$ cat src/rtl/pht_pkg.sv
// Shared types and helpers for the PHT write-port controller and its
// saturating-counter arithmetic.
package pht_pkg;

    typedef enum logic {
        INIT = 1'b0,
        RUN  = 1'b1
    } state_e;

    // Widest counter the helpers below support
    localparam int unsigned MAX_DW = 32;

    // Weakly-not-taken value: 2^(dw-1)-1
    function automatic logic [MAX_DW-1:0] init_val(input int unsigned dw);
        logic [63:0] v;
        v = (64'd1 << (dw - 1)) - 64'd1;
        return v[MAX_DW-1:0];
    endfunction

    // Saturating increment on taken, saturating decrement on not-taken
    function automatic logic [MAX_DW-1:0] sat_next(
        input logic [MAX_DW-1:0] cur,
        input logic              taken,
        input int unsigned       dw
    );
        logic [63:0] top;
        top = (64'd1 << dw) - 64'd1;
        if (taken) begin
            return (cur == top[MAX_DW-1:0]) ? cur : cur + MAX_DW'(1);
        end
        return (cur == '0) ? cur : cur - MAX_DW'(1);
    endfunction

endpackage

$ cat src/rtl/pht_update_writer_if.sv
// Update handshake from branch resolution plus the PHT RMW/write port.
interface pht_update_writer_if #(
    parameter int unsigned ADDR_WIDTH = 5,
    parameter int unsigned DATA_WIDTH = 2
);
    logic                  upd_valid;
    logic                  upd_ready;
    logic [ADDR_WIDTH-1:0] upd_addr;
    logic                  upd_taken;
    logic [ADDR_WIDTH-1:0] mem_raddr;
    logic [DATA_WIDTH-1:0] mem_rdata;
    logic                  mem_wt_en;
    logic [ADDR_WIDTH-1:0] mem_wtaddr;
    logic [DATA_WIDTH-1:0] mem_wtdata;

    // Environment side: requester and PHT memory
    modport master (
        output upd_valid, upd_addr, upd_taken, mem_rdata,
        input  upd_ready, mem_raddr, mem_wt_en, mem_wtaddr, mem_wtdata
    );

    // Writer side
    modport slave (
        input  upd_valid, upd_addr, upd_taken, mem_rdata,
        output upd_ready, mem_raddr, mem_wt_en, mem_wtaddr, mem_wtdata
    );
endinterface

$ cat src/rtl/sat_counter_next.sv
// Combinational next value of a DATA_WIDTH-bit saturating counter.
module sat_counter_next
    import pht_pkg::*;
#(
    parameter int unsigned DATA_WIDTH = 2
) (
    input  logic [DATA_WIDTH-1:0] cur,
    input  logic                  taken,
    output logic [DATA_WIDTH-1:0] nxt
);

    // Saturating step toward the resolved direction
    always_comb begin
        nxt = DATA_WIDTH'(sat_next(MAX_DW'(cur), taken, DATA_WIDTH));
    end

endmodule

$ cat src/rtl/pht_update_writer.sv
// Owns the PHT write port: initial sweep to weakly-not-taken, then
// pipelined read-modify-write of saturating counters on updates.
module pht_update_writer
    import pht_pkg::*;
#(
    parameter int unsigned ADDR_WIDTH = 5,
    parameter int unsigned DATA_WIDTH = 2
) (
    input  logic                clk,
    input  logic                rstn,
    input  logic                clr,
    output logic                init_done,
    pht_update_writer_if.slave  bus
);

    localparam logic [ADDR_WIDTH-1:0] PTR_MAX  = '1;
    localparam logic [DATA_WIDTH-1:0] INIT_VAL = DATA_WIDTH'(init_val(DATA_WIDTH));

    state_e                state_q, state_d;
    logic [ADDR_WIDTH-1:0] ptr_q, ptr_d;
    logic                  req_v_q, req_v_d;
    logic [ADDR_WIDTH-1:0] req_addr_q, req_addr_d;
    logic                  req_taken_q, req_taken_d;
    logic                  wt_en_q, wt_en_d;
    logic [ADDR_WIDTH-1:0] wt_addr_q, wt_addr_d;
    logic [DATA_WIDTH-1:0] wt_data_q, wt_data_d;
    logic [DATA_WIDTH-1:0] cur, nxt;
    logic                  accept;

    assign bus.upd_ready  = (state_q == RUN) && !clr;
    assign init_done      = (state_q == RUN);
    assign bus.mem_raddr  = req_addr_q;
    assign bus.mem_wt_en  = wt_en_q;
    assign bus.mem_wtaddr = wt_addr_q;
    assign bus.mem_wtdata = wt_data_q;
    assign accept         = bus.upd_valid && bus.upd_ready;

    // Forward the in-flight write: it lands only at the end of this cycle
    always_comb begin
        cur = bus.mem_rdata;
        if (wt_en_q && (wt_addr_q == req_addr_q)) begin
            cur = wt_data_q;
        end
    end

    sat_counter_next #(.DATA_WIDTH(DATA_WIDTH)) u_sat (
        .cur   (cur),
        .taken (req_taken_q),
        .nxt   (nxt)
    );

    // Next-state: sweep in INIT, two-stage RMW in RUN, clr aborts to INIT
    always_comb begin
        state_d     = state_q;
        ptr_d       = ptr_q;
        req_v_d     = 1'b0;
        req_addr_d  = req_addr_q;
        req_taken_d = req_taken_q;
        wt_en_d     = 1'b0;
        wt_addr_d   = wt_addr_q;
        wt_data_d   = wt_data_q;
        if (clr) begin
            state_d = INIT;
            ptr_d   = '0;
        end else begin
            case (state_q)
                INIT: begin
                    wt_en_d   = 1'b1;
                    wt_addr_d = ptr_q;
                    wt_data_d = INIT_VAL;
                    if (ptr_q == PTR_MAX) begin
                        state_d = RUN;
                        ptr_d   = '0;
                    end else begin
                        ptr_d = ptr_q + 1'b1;
                    end
                end
                RUN: begin
                    if (req_v_q) begin
                        wt_en_d   = 1'b1;
                        wt_addr_d = req_addr_q;
                        wt_data_d = nxt;
                    end
                    if (accept) begin
                        req_v_d     = 1'b1;
                        req_addr_d  = bus.upd_addr;
                        req_taken_d = bus.upd_taken;
                    end
                end
                default: state_d = INIT;
            endcase
        end
    end

    // State and registered write-port outputs
    always_ff @(posedge clk or negedge rstn) begin
        if (!rstn) begin
            state_q     <= INIT;
            ptr_q       <= '0;
            req_v_q     <= 1'b0;
            req_addr_q  <= '0;
            req_taken_q <= 1'b0;
            wt_en_q     <= 1'b0;
            wt_addr_q   <= '0;
            wt_data_q   <= '0;
        end else begin
            state_q     <= state_d;
            ptr_q       <= ptr_d;
            req_v_q     <= req_v_d;
            req_addr_q  <= req_addr_d;
            req_taken_q <= req_taken_d;
            wt_en_q     <= wt_en_d;
            wt_addr_q   <= wt_addr_d;
            wt_data_q   <= wt_data_d;
        end
    end

endmodule

$ cat src/flat_wrapper.sv
// flat-port wrapper written by rule: the top's interface ports become plain ports
module pht_update_writer_flat import pht_pkg::*;
#(
    parameter int unsigned ADDR_WIDTH = 5,
    parameter int unsigned DATA_WIDTH = 2
)
  (clk, rstn, clr, init_done, bus_upd_valid, bus_upd_addr, bus_upd_taken, bus_mem_rdata, bus_upd_ready, bus_mem_raddr, bus_mem_wt_en, bus_mem_wtaddr, bus_mem_wtdata);
  pht_update_writer_if #(.ADDR_WIDTH(ADDR_WIDTH), .DATA_WIDTH(DATA_WIDTH)) bus_i ();
  input  logic clk;
  input  logic rstn;
  input  logic clr;
  output logic init_done;
  input wire logic [$bits(bus_i.upd_valid)-1:0] bus_upd_valid;
  input wire logic [$bits(bus_i.upd_addr)-1:0] bus_upd_addr;
  input wire logic [$bits(bus_i.upd_taken)-1:0] bus_upd_taken;
  input wire logic [$bits(bus_i.mem_rdata)-1:0] bus_mem_rdata;
  output wire logic [$bits(bus_i.upd_ready)-1:0] bus_upd_ready;
  output wire logic [$bits(bus_i.mem_raddr)-1:0] bus_mem_raddr;
  output wire logic [$bits(bus_i.mem_wt_en)-1:0] bus_mem_wt_en;
  output wire logic [$bits(bus_i.mem_wtaddr)-1:0] bus_mem_wtaddr;
  output wire logic [$bits(bus_i.mem_wtdata)-1:0] bus_mem_wtdata;
  assign bus_i.upd_valid = bus_upd_valid;
  assign bus_i.upd_addr = bus_upd_addr;
  assign bus_i.upd_taken = bus_upd_taken;
  assign bus_i.mem_rdata = bus_mem_rdata;
  assign bus_upd_ready = bus_i.upd_ready;
  assign bus_mem_raddr = bus_i.mem_raddr;
  assign bus_mem_wt_en = bus_i.mem_wt_en;
  assign bus_mem_wtaddr = bus_i.mem_wtaddr;
  assign bus_mem_wtdata = bus_i.mem_wtdata;
  pht_update_writer #(.ADDR_WIDTH(ADDR_WIDTH), .DATA_WIDTH(DATA_WIDTH)) u_core (.clk(clk), .rstn(rstn), .clr(clr), .init_done(init_done), .bus(bus_i));
endmodule
$ cat config.mk
export PLATFORM = sky130hd
export DESIGN_NAME = pht_update_writer_flat
export DESIGN_NICKNAME = d
export VERILOG_FILES = /design/src/rtl/pht_pkg.sv /design/src/rtl/pht_update_writer_if.sv /design/src/rtl/sat_counter_next.sv /design/src/rtl/pht_update_writer.sv /design/src/flat_wrapper.sv
export SDC_FILE = /design/constraint.sdc
export NUM_CORES = 1
export LEC_CHECK = 0
export CORE_UTILIZATION = 42
export CTS_CLUSTER_DIAMETER = 30
export DETAILED_ROUTE_END_ITERATION = 16
export PLACE_DENSITY = 0.73
export SYNTH_ARGS = -nofsm -noshare
export SYNTH_HDL_FRONTEND = slang
export SYNTH_HIERARCHICAL = 1
export SYNTH_SLANG_ARGS = --single-unit
$ cat constraint.sdc
create_clock -name clk -period 2.1 [get_ports clk]
set_input_delay 0.42 -clock clk [delete_from_list [all_inputs] [get_ports clk]]
set_output_delay 0.42 -clock clk [all_outputs]
set_load 0.05 [all_outputs]
==> reports/metrics.cfg, run 1 <==
[timing]
period_minus_slack_ns = 2.10
hold_viol = 0
rsz0062_at_grt = yes
drv_slew = 0
tightest_slew_ns = 0.498
setup_violations = 1
fin_crit_sh = 1.00
clock.fmax_mhz = 476
worst_clock_skew_ns = 0.00931
setup_ws_ns = -0.00141
slew-limit-headroom = 0.667

[cells_and_area]
area_growth_pct = 40.4
drive_above_1_share = 0.289
num_antenna_cells = 0
nFillCells = 220
layoutNonFillerInstCount = 156
layout_commonest_cell = clkdlybuf4s50_1
final_cell_mix = 24 x clkdlybuf4s50_1, 13 x dfrtp_1, 12 x nor2_1, 10 x buf_4, 9 x a21oi_1
final_nets = 143

[floorplanning]
coreArea_um2 = 2250
start_util = 0.453
io_pins = 27
die_h_um = 51.3
die_w_um = 51.3
num_rows = 17
die_area_um2 = 2640

[critical_path]
cp-start-kind = register
worst-path-max-fanout = 4
r2r_start = u_core/bus.mem_raddr[3]
criticalPathCategory = reg -> reg
ff2ff_path_depth = 8
cp_data_required_time_ns = 2.31
startpoint = u_core/bus.mem_raddr[3]
arrival_ns = 2.31
cp-end-kind = register

[placement]
post-place-cells = 150
portBuffers = 26
place_ws_ns = 0.0142
dp_hpwl_um = 1530
place.gp.congestion = 0.756

[cts]
clk_pin_slew_ns = 0.12
clockBufferDepth = 2
ctsRootBufferMaster = clkbuf_4
cts_tree = done
cts_sinks = 21
ctsHtreeMaxLevel = 1
cts_inserted_buffers = 3
postCtsHoldBufs = 0
clk_latency_ns = 0.30

[hold_path]
hp-class = in -> async

[power_and_ir_drop]
peakVddDrop_mv = 0.360
leakage_nw = 0.639
power_density_nw_per_um2 = 588

[run_status]
failed_checks = setup timing
status = finished, violations left

[route]
routed_wl_um = 2140
via_per_inst = 5.12
drc_errors = 0
num_vias = 798
drtIter0Drc = 14
ant_nets = 0
drt_first_pass_iters = 7
routedWlPerCell_um = 13.7

[grt]
gr-total-overflow = 0
first_global_vias = 832
grtUsageTotal = 0.189
grt_max_degree = 22
antenna_found_initial = 0
grt_pass1_wl_um = 3590

[synth]
seq_area_frac_synth = 0.514
synth-seq-cells = 21
synthesis.nets = 106
syn_area_um2 = 1020
ys_types = 28
yosys_warnings = 6
postSynthCellCount = 92
syn_avg_cell_area_um2 = 11.1

[run]
cap_violations = 0

==> cells by family after synthesis <==
| family | share of synthesized area |
|---|---|
| muxes | 0.168 |
| buffers and inverters | 0.0392 |
| AOI/OAI and AO/OA | 0.0808 |
| xor gates and xnor gates | 0.0428 |
| DFF | 0.514 |
| adders and majority gates | 0.0465 |
| and+or+nand+nor | 0.109 |
==> final timing paths <==
check                           slack [ns]                  endpoint
worst max-delay path                -0.001  u_core/bus.mem_wtdata[1]
worst min-delay path                  0.44  u_core/bus.mem_wtdata[0]
worst max register to register      -0.001  u_core/bus.mem_wtdata[1]
worst min register to register        0.57  u_core/bus.mem_wtaddr[4]
max in group asynchronous             1.43  u_core/bus.mem_wtaddr[2]
min in group clk                      0.57  u_core/bus.mem_wtaddr[4]
==> stage by stage <==
stage	util	area, um^2	total power, mW	setup TNS [ns]	hold slack [ns]
floorplan	-	1040	0.569	-0.0479	0.124
global placement	0.618	1390	0.652	0	0.549
detailed placement	0.618	1390	0.655	0	0.555
CTS	0.630	1420	0.853	0	0.440
global route	0.637	1440	0.895	-0.0625	0.457
finish	0.637	1440	0.844	-0.00141	0.439
==> worst max-delay path: stages, from the launching register on <==
cell and delay [ns]:
dfrtp_2 0.44, xor2_1 0.15, nor4_1 0.27, and3_2 0.25, mux2_4 0.31, maj3_2 0.31
inv_2 0.05, o2bb2ai_1 0.05, a22o_1 0.17
==> Yosys cell counts <==
| master | instances | share of area |
|---|---|---|
| mux2i_1 | 7 | 0.069 |
| and3_1 | 1 | 0.0061 |
| clkbuf_1 | 1 | 0.0037 |
| nor3_1 | 1 | 0.0049 |
| xnor2_1 | 1 | 0.0086 |
| a22oi_1 | 1 | 0.0073 |
| a31oi_1 | 1 | 0.0061 |
| nor2b_1 | 1 | 0.0061 |
| maj3_2 | 2 | 0.022 |
| ha_1 | 2 | 0.024 |
| o2bb2ai_1 | 1 | 0.0086 |
| inv_1 | 5 | 0.018 |
| nand2_2 | 1 | 0.0061 |
| and2b_1 | 1 | 0.0073 |
| mux2_2 | 9 | 0.099 |
| buf_2 | 2 | 0.0098 |
| buf_4 | 1 | 0.0073 |
| nor2_1 | 12 | 0.044 |
| nand3_1 | 1 | 0.0049 |
| nor4_1 | 2 | 0.012 |
| nand2b_1 | 1 | 0.0061 |
| nand2_1 | 1 | 0.0037 |
| a21oi_1 | 9 | 0.044 |
| xor2_1 | 4 | 0.034 |
| a22o_1 | 1 | 0.0086 |
| dfrtp_1 | 21 | 0.51 |
| and3_2 | 1 | 0.0073 |
| o22ai_1 | 1 | 0.0061 |
==> cell type report <==
class	count	area (um^2)	share of cell area
Clock buffer	4	26.3	0.0183
Inverter	5	18.8	0.0131
Multi-Input combinational cell	62	464	0.323
Sequential cell	21	536	0.373
Tap cell	28	35.0	0.0244
Timing Repair Buffer	36	355	0.248
==> sequential cells by signal, indices dropped and copies added (netlist names) <==
| signal | count |
|---|---|
| u_core/bus.mem_wtaddr | 5 |
| u_core/ptr_q | 5 |
| u_core/bus.mem_wtdata | 2 |
| u_core/bus.mem_wt_en | 1 |
| u_core/init_done | 1 |
| u_core/req_taken_q | 1 |
| u_core/bus.mem_raddr | 5 |
| u_core/req_v_q | 1 |
==> timing repair <==
item | CTS | global route
pin swaps | 1 | 2
buffers inserted | 0 | 2
gates resized for setup | 0 | 1
endpoints found under the setup margin | 1 | 2
==> per-layer routing <==
metal | vias to the layer above | global-route usage | wire length (um) | share of wire
met5 | - | 0 | 0 | 0
met4 | 0 | 0.0676 | 13 | 0.0061
met3 | 2 | 0.0357 | 92 | 0.043
met2 | 28 | 0.333 | 1060 | 0.50
met1 | 382 | 0.228 | 966 | 0.45
li1 | 386 | - | - | -
==> where the power goes <==
group | internal [mW] | leakage, nW | switching (mW)
sequential | 0.428 | 0.261 | 0.0216
combinational | 0.0933 | 0.363 | 0.108
clock | 0.0741 | 0.0150 | 0.119
total | 0.595 | 0.639 | 0.249
Power figures use the tool's default switching activity.
==> inputs of run 2 (changes only) <==
--- a/config.mk
+++ b/config.mk
@@ -6,6 +6,7 @@
 export NUM_CORES = 1
 export LEC_CHECK = 0
 export CORE_UTILIZATION = 42
+export CTS_BUF_LIST = sky130_fd_sc_hd__clkbuf_16
 export CTS_CLUSTER_DIAMETER = 30
 export DETAILED_ROUTE_END_ITERATION = 16
 export PLACE_DENSITY = 0.73
==> run 2 against run 1 <==
Compared with the run above: the flow still finishes with violations (setup timing); final cell count grew 0.64%; routed wire length grew 2.5%; clock skew shrank 0.0070 ns; critical endpoint unchanged.
==> reports/metrics.cfg, run 2 (synthesized netlist as in run 1, its figures left out) <==
[timing]
slew-limit-headroom = 0.667  ; about the same
fin_crit_sh = 1.01  ; +0.0103
rsz0062_at_grt = yes
holdWs_ns = 0.506  ; +0.0670 ns
drv_slew = 0  ; unchanged
clock.fmax_mhz = 471  ; -1.0%
worst_clock_skew_ns = 0.00233  ; -0.00698 ns
period_minus_slack_ns = 2.12  ; +0.0216 ns
setup_violations = 1  ; unchanged
hold_viol = 0  ; unchanged
tns_ns = -0.0230  ; -0.0216 ns
setup_ws_ns = -0.0230  ; -0.0216 ns
tightest_slew_ns = 0.499  ; +0.000569 ns

[cells_and_area]
final_nets = 144  ; +0.70%
layoutNonFillerInstCount = 157  ; +0.64%
layout_commonest_cell = clkdlybuf4s50_1
area_growth_pct = 46.3
final_cell_mix = 24 x clkdlybuf4s50_1, 13 x dfrtp_1, 12 x nor2_1, 11 x buf_4, 9 x a21oi_1
drive_above_1_share = 0.295  ; +0.00551
stdcell_area_um2 = 1500  ; +4.2%
num_antenna_cells = 0  ; unchanged

[floorplanning]
num_rows = 17  ; unchanged
die_area_um2 = 2640  ; unchanged
io_pins = 27  ; unchanged
die_h_um = 51.3  ; unchanged
start_util = 0.453  ; unchanged
die_w_um = 51.3  ; unchanged
coreArea_um2 = 2250  ; unchanged

[cts]
cts_tree = done
clk_latency_ns = 0.25  ; -0.05 ns
clockBufferDepth = 2  ; unchanged
clk_pin_slew_ns = 0.06  ; -0.06 ns
ctsRootBufferMaster = clkbuf_16
ctsHtreeMaxLevel = 1  ; unchanged
postCtsHoldBufs = 0  ; unchanged
cts_sinks = 21  ; unchanged
cts_inserted_buffers = 3  ; unchanged

[grt]
gr-total-overflow = 0  ; unchanged
first_global_vias = 860  ; +3.4%
grtUsageTotal = 0.196  ; +0.00758
grt_max_degree = 22  ; unchanged
grt_pass1_wl_um = 3700  ; +3.1%
antenna_found_initial = 0  ; unchanged

[critical_path]
cp_data_required_time_ns = 2.25  ; -0.06 ns
criticalPathCategory = reg -> reg
arrival_ns = 2.27  ; -0.04 ns
worst-path-max-fanout = 2  ; -2
cp-start-kind = register
cp-end-kind = register

[run_status]
failed_checks = setup timing
status = finished, violations left

[power_and_ir_drop]
peakVddDrop_mv = 0.479  ; +33%
power_frac_clock = 0.377  ; +0.148
power_density_nw_per_um2 = 705  ; +20%
leakage_nw = 0.671  ; +5.0%
p_int_mw = 0.779  ; +31%
pwr-share-seq = 0.427  ; -0.106
share_comb_of_total_power = 0.196  ; -0.043
switchingPower_mw = 0.275  ; +10%
switching_share = 0.261  ; -0.0340

[route]
drtIter0Drc = 12  ; -2
num_vias = 803  ; +0.63%
drc_errors = 0  ; unchanged
ant_nets = 0  ; unchanged
routedWlPerCell_um = 13.9  ; +1.8%
drt_first_pass_iters = 4  ; -3
via_per_inst = 5.11  ; about the same
routed_wl_um = 2190  ; +2.5%

[placement]
placed_area_um2 = 1390  ; unchanged
dp_hpwl_um = 1530  ; unchanged
post-place-cells = 150  ; unchanged
portBuffers = 26  ; unchanged
place.gp.congestion = 0.756  ; unchanged

[run]
cap_violations = 0  ; unchanged

[hold_path]
hp-class = in -> async

==> run 2: cell count changes in the layout (fill, tap and decap cells not counted), sizes merged <==
cell / delta
buf: +1
clkbuf: -1
inv: +1
==> run 2: power by group through the flow <==
| stage | sequential, mW | combinational, mW | clock, mW |
|---|---|---|---|
| after floorplan | 0.513 | 0.0557 | 0 |
| final | 0.450 | 0.207 | 0.397 |
| after global placement | 0.457 | 0.195 | 0 |
| after detailed placement | 0.458 | 0.197 | 0 |
| after global routing | 0.453 | 0.221 | 0.423 |
| after CTS | 0.450 | 0.204 | 0.406 |
==> run 2: critical path, cell delays in order (launching register included) <==
cell	delay (ns)
dfrtp_2	0.41
xor2_1	0.17
nor4_1	0.29
and3_2	0.26
mux2_4	0.31
maj3_2	0.31
inv_2	0.05
o2bb2ai_1	0.05
a22o_1	0.17
==> run 2: through the flow <==
stage | utilization | setup slack, ns | total power, mW
after floorplan | - | -0.0479 | 0.569
after global placement | 0.618 | 0.0860 | 0.652
after detailed placement | 0.618 | 0.0142 | 0.655
after CTS | 0.660 | 0.000532 | 1.06
after global routing | 0.663 | -0.0554 | 1.10
final | 0.663 | -0.0230 | 1.05
==> run 2: path summary, 6_finish.rpt <==
| kind | from | slack [ns] | cells after the start | to |
|---|---|---|---|---|
| max in group asynchronous | rstn | 1.36 | 2 | u_core/bus.mem_wtaddr[2] |
| min in group clk | u_core/bus.mem_wtaddr[4] | 0.56 | 2 | u_core/bus.mem_wtaddr[4] |
| worst min-delay path | rstn | 0.51 | 2 | u_core/bus.mem_raddr[4] |
| worst max-delay path | u_core/bus.mem_wtaddr[1] | -0.02 | 8 | u_core/bus.mem_wtdata[1] |
| worst max register to register | u_core/bus.mem_wtaddr[1] | -0.02 | 8 | u_core/bus.mem_wtdata[1] |
| worst min register to register | u_core/bus.mem_wtaddr[4] | 0.56 | 2 | u_core/bus.mem_wtaddr[4] |
==> run 2: what timing repair did <==
| item | in CTS | in global routing |
|---|---|---|
| gates resized for setup | 0 | 1 |
| pin swaps | 2 | 2 |
| endpoints found under the hold margin | 0 | 0 |
| buffers inserted | 2 | 1 |
| setup endpoints to repair | 1 | 2 |
==> run 2: cell type report <==
class / instances / area (um^2)
Clock inverter: 1 / 3.75
Inverter: 5 / 18.8
Multi-Input combinational cell: 62 / 464
Timing Repair Buffer: 37 / 363
Clock buffer: 3 / 75.1
Sequential cell: 21 / 536
Tap cell: 28 / 35.0
Fill cell: 210 / 759
==> run 2: routing by layer <==
layer	wire length, um	global-route usage
met3	85	0.0268
met4	49	0.0946
met2	1090	0.351
met5	0	0
met1	961	0.230
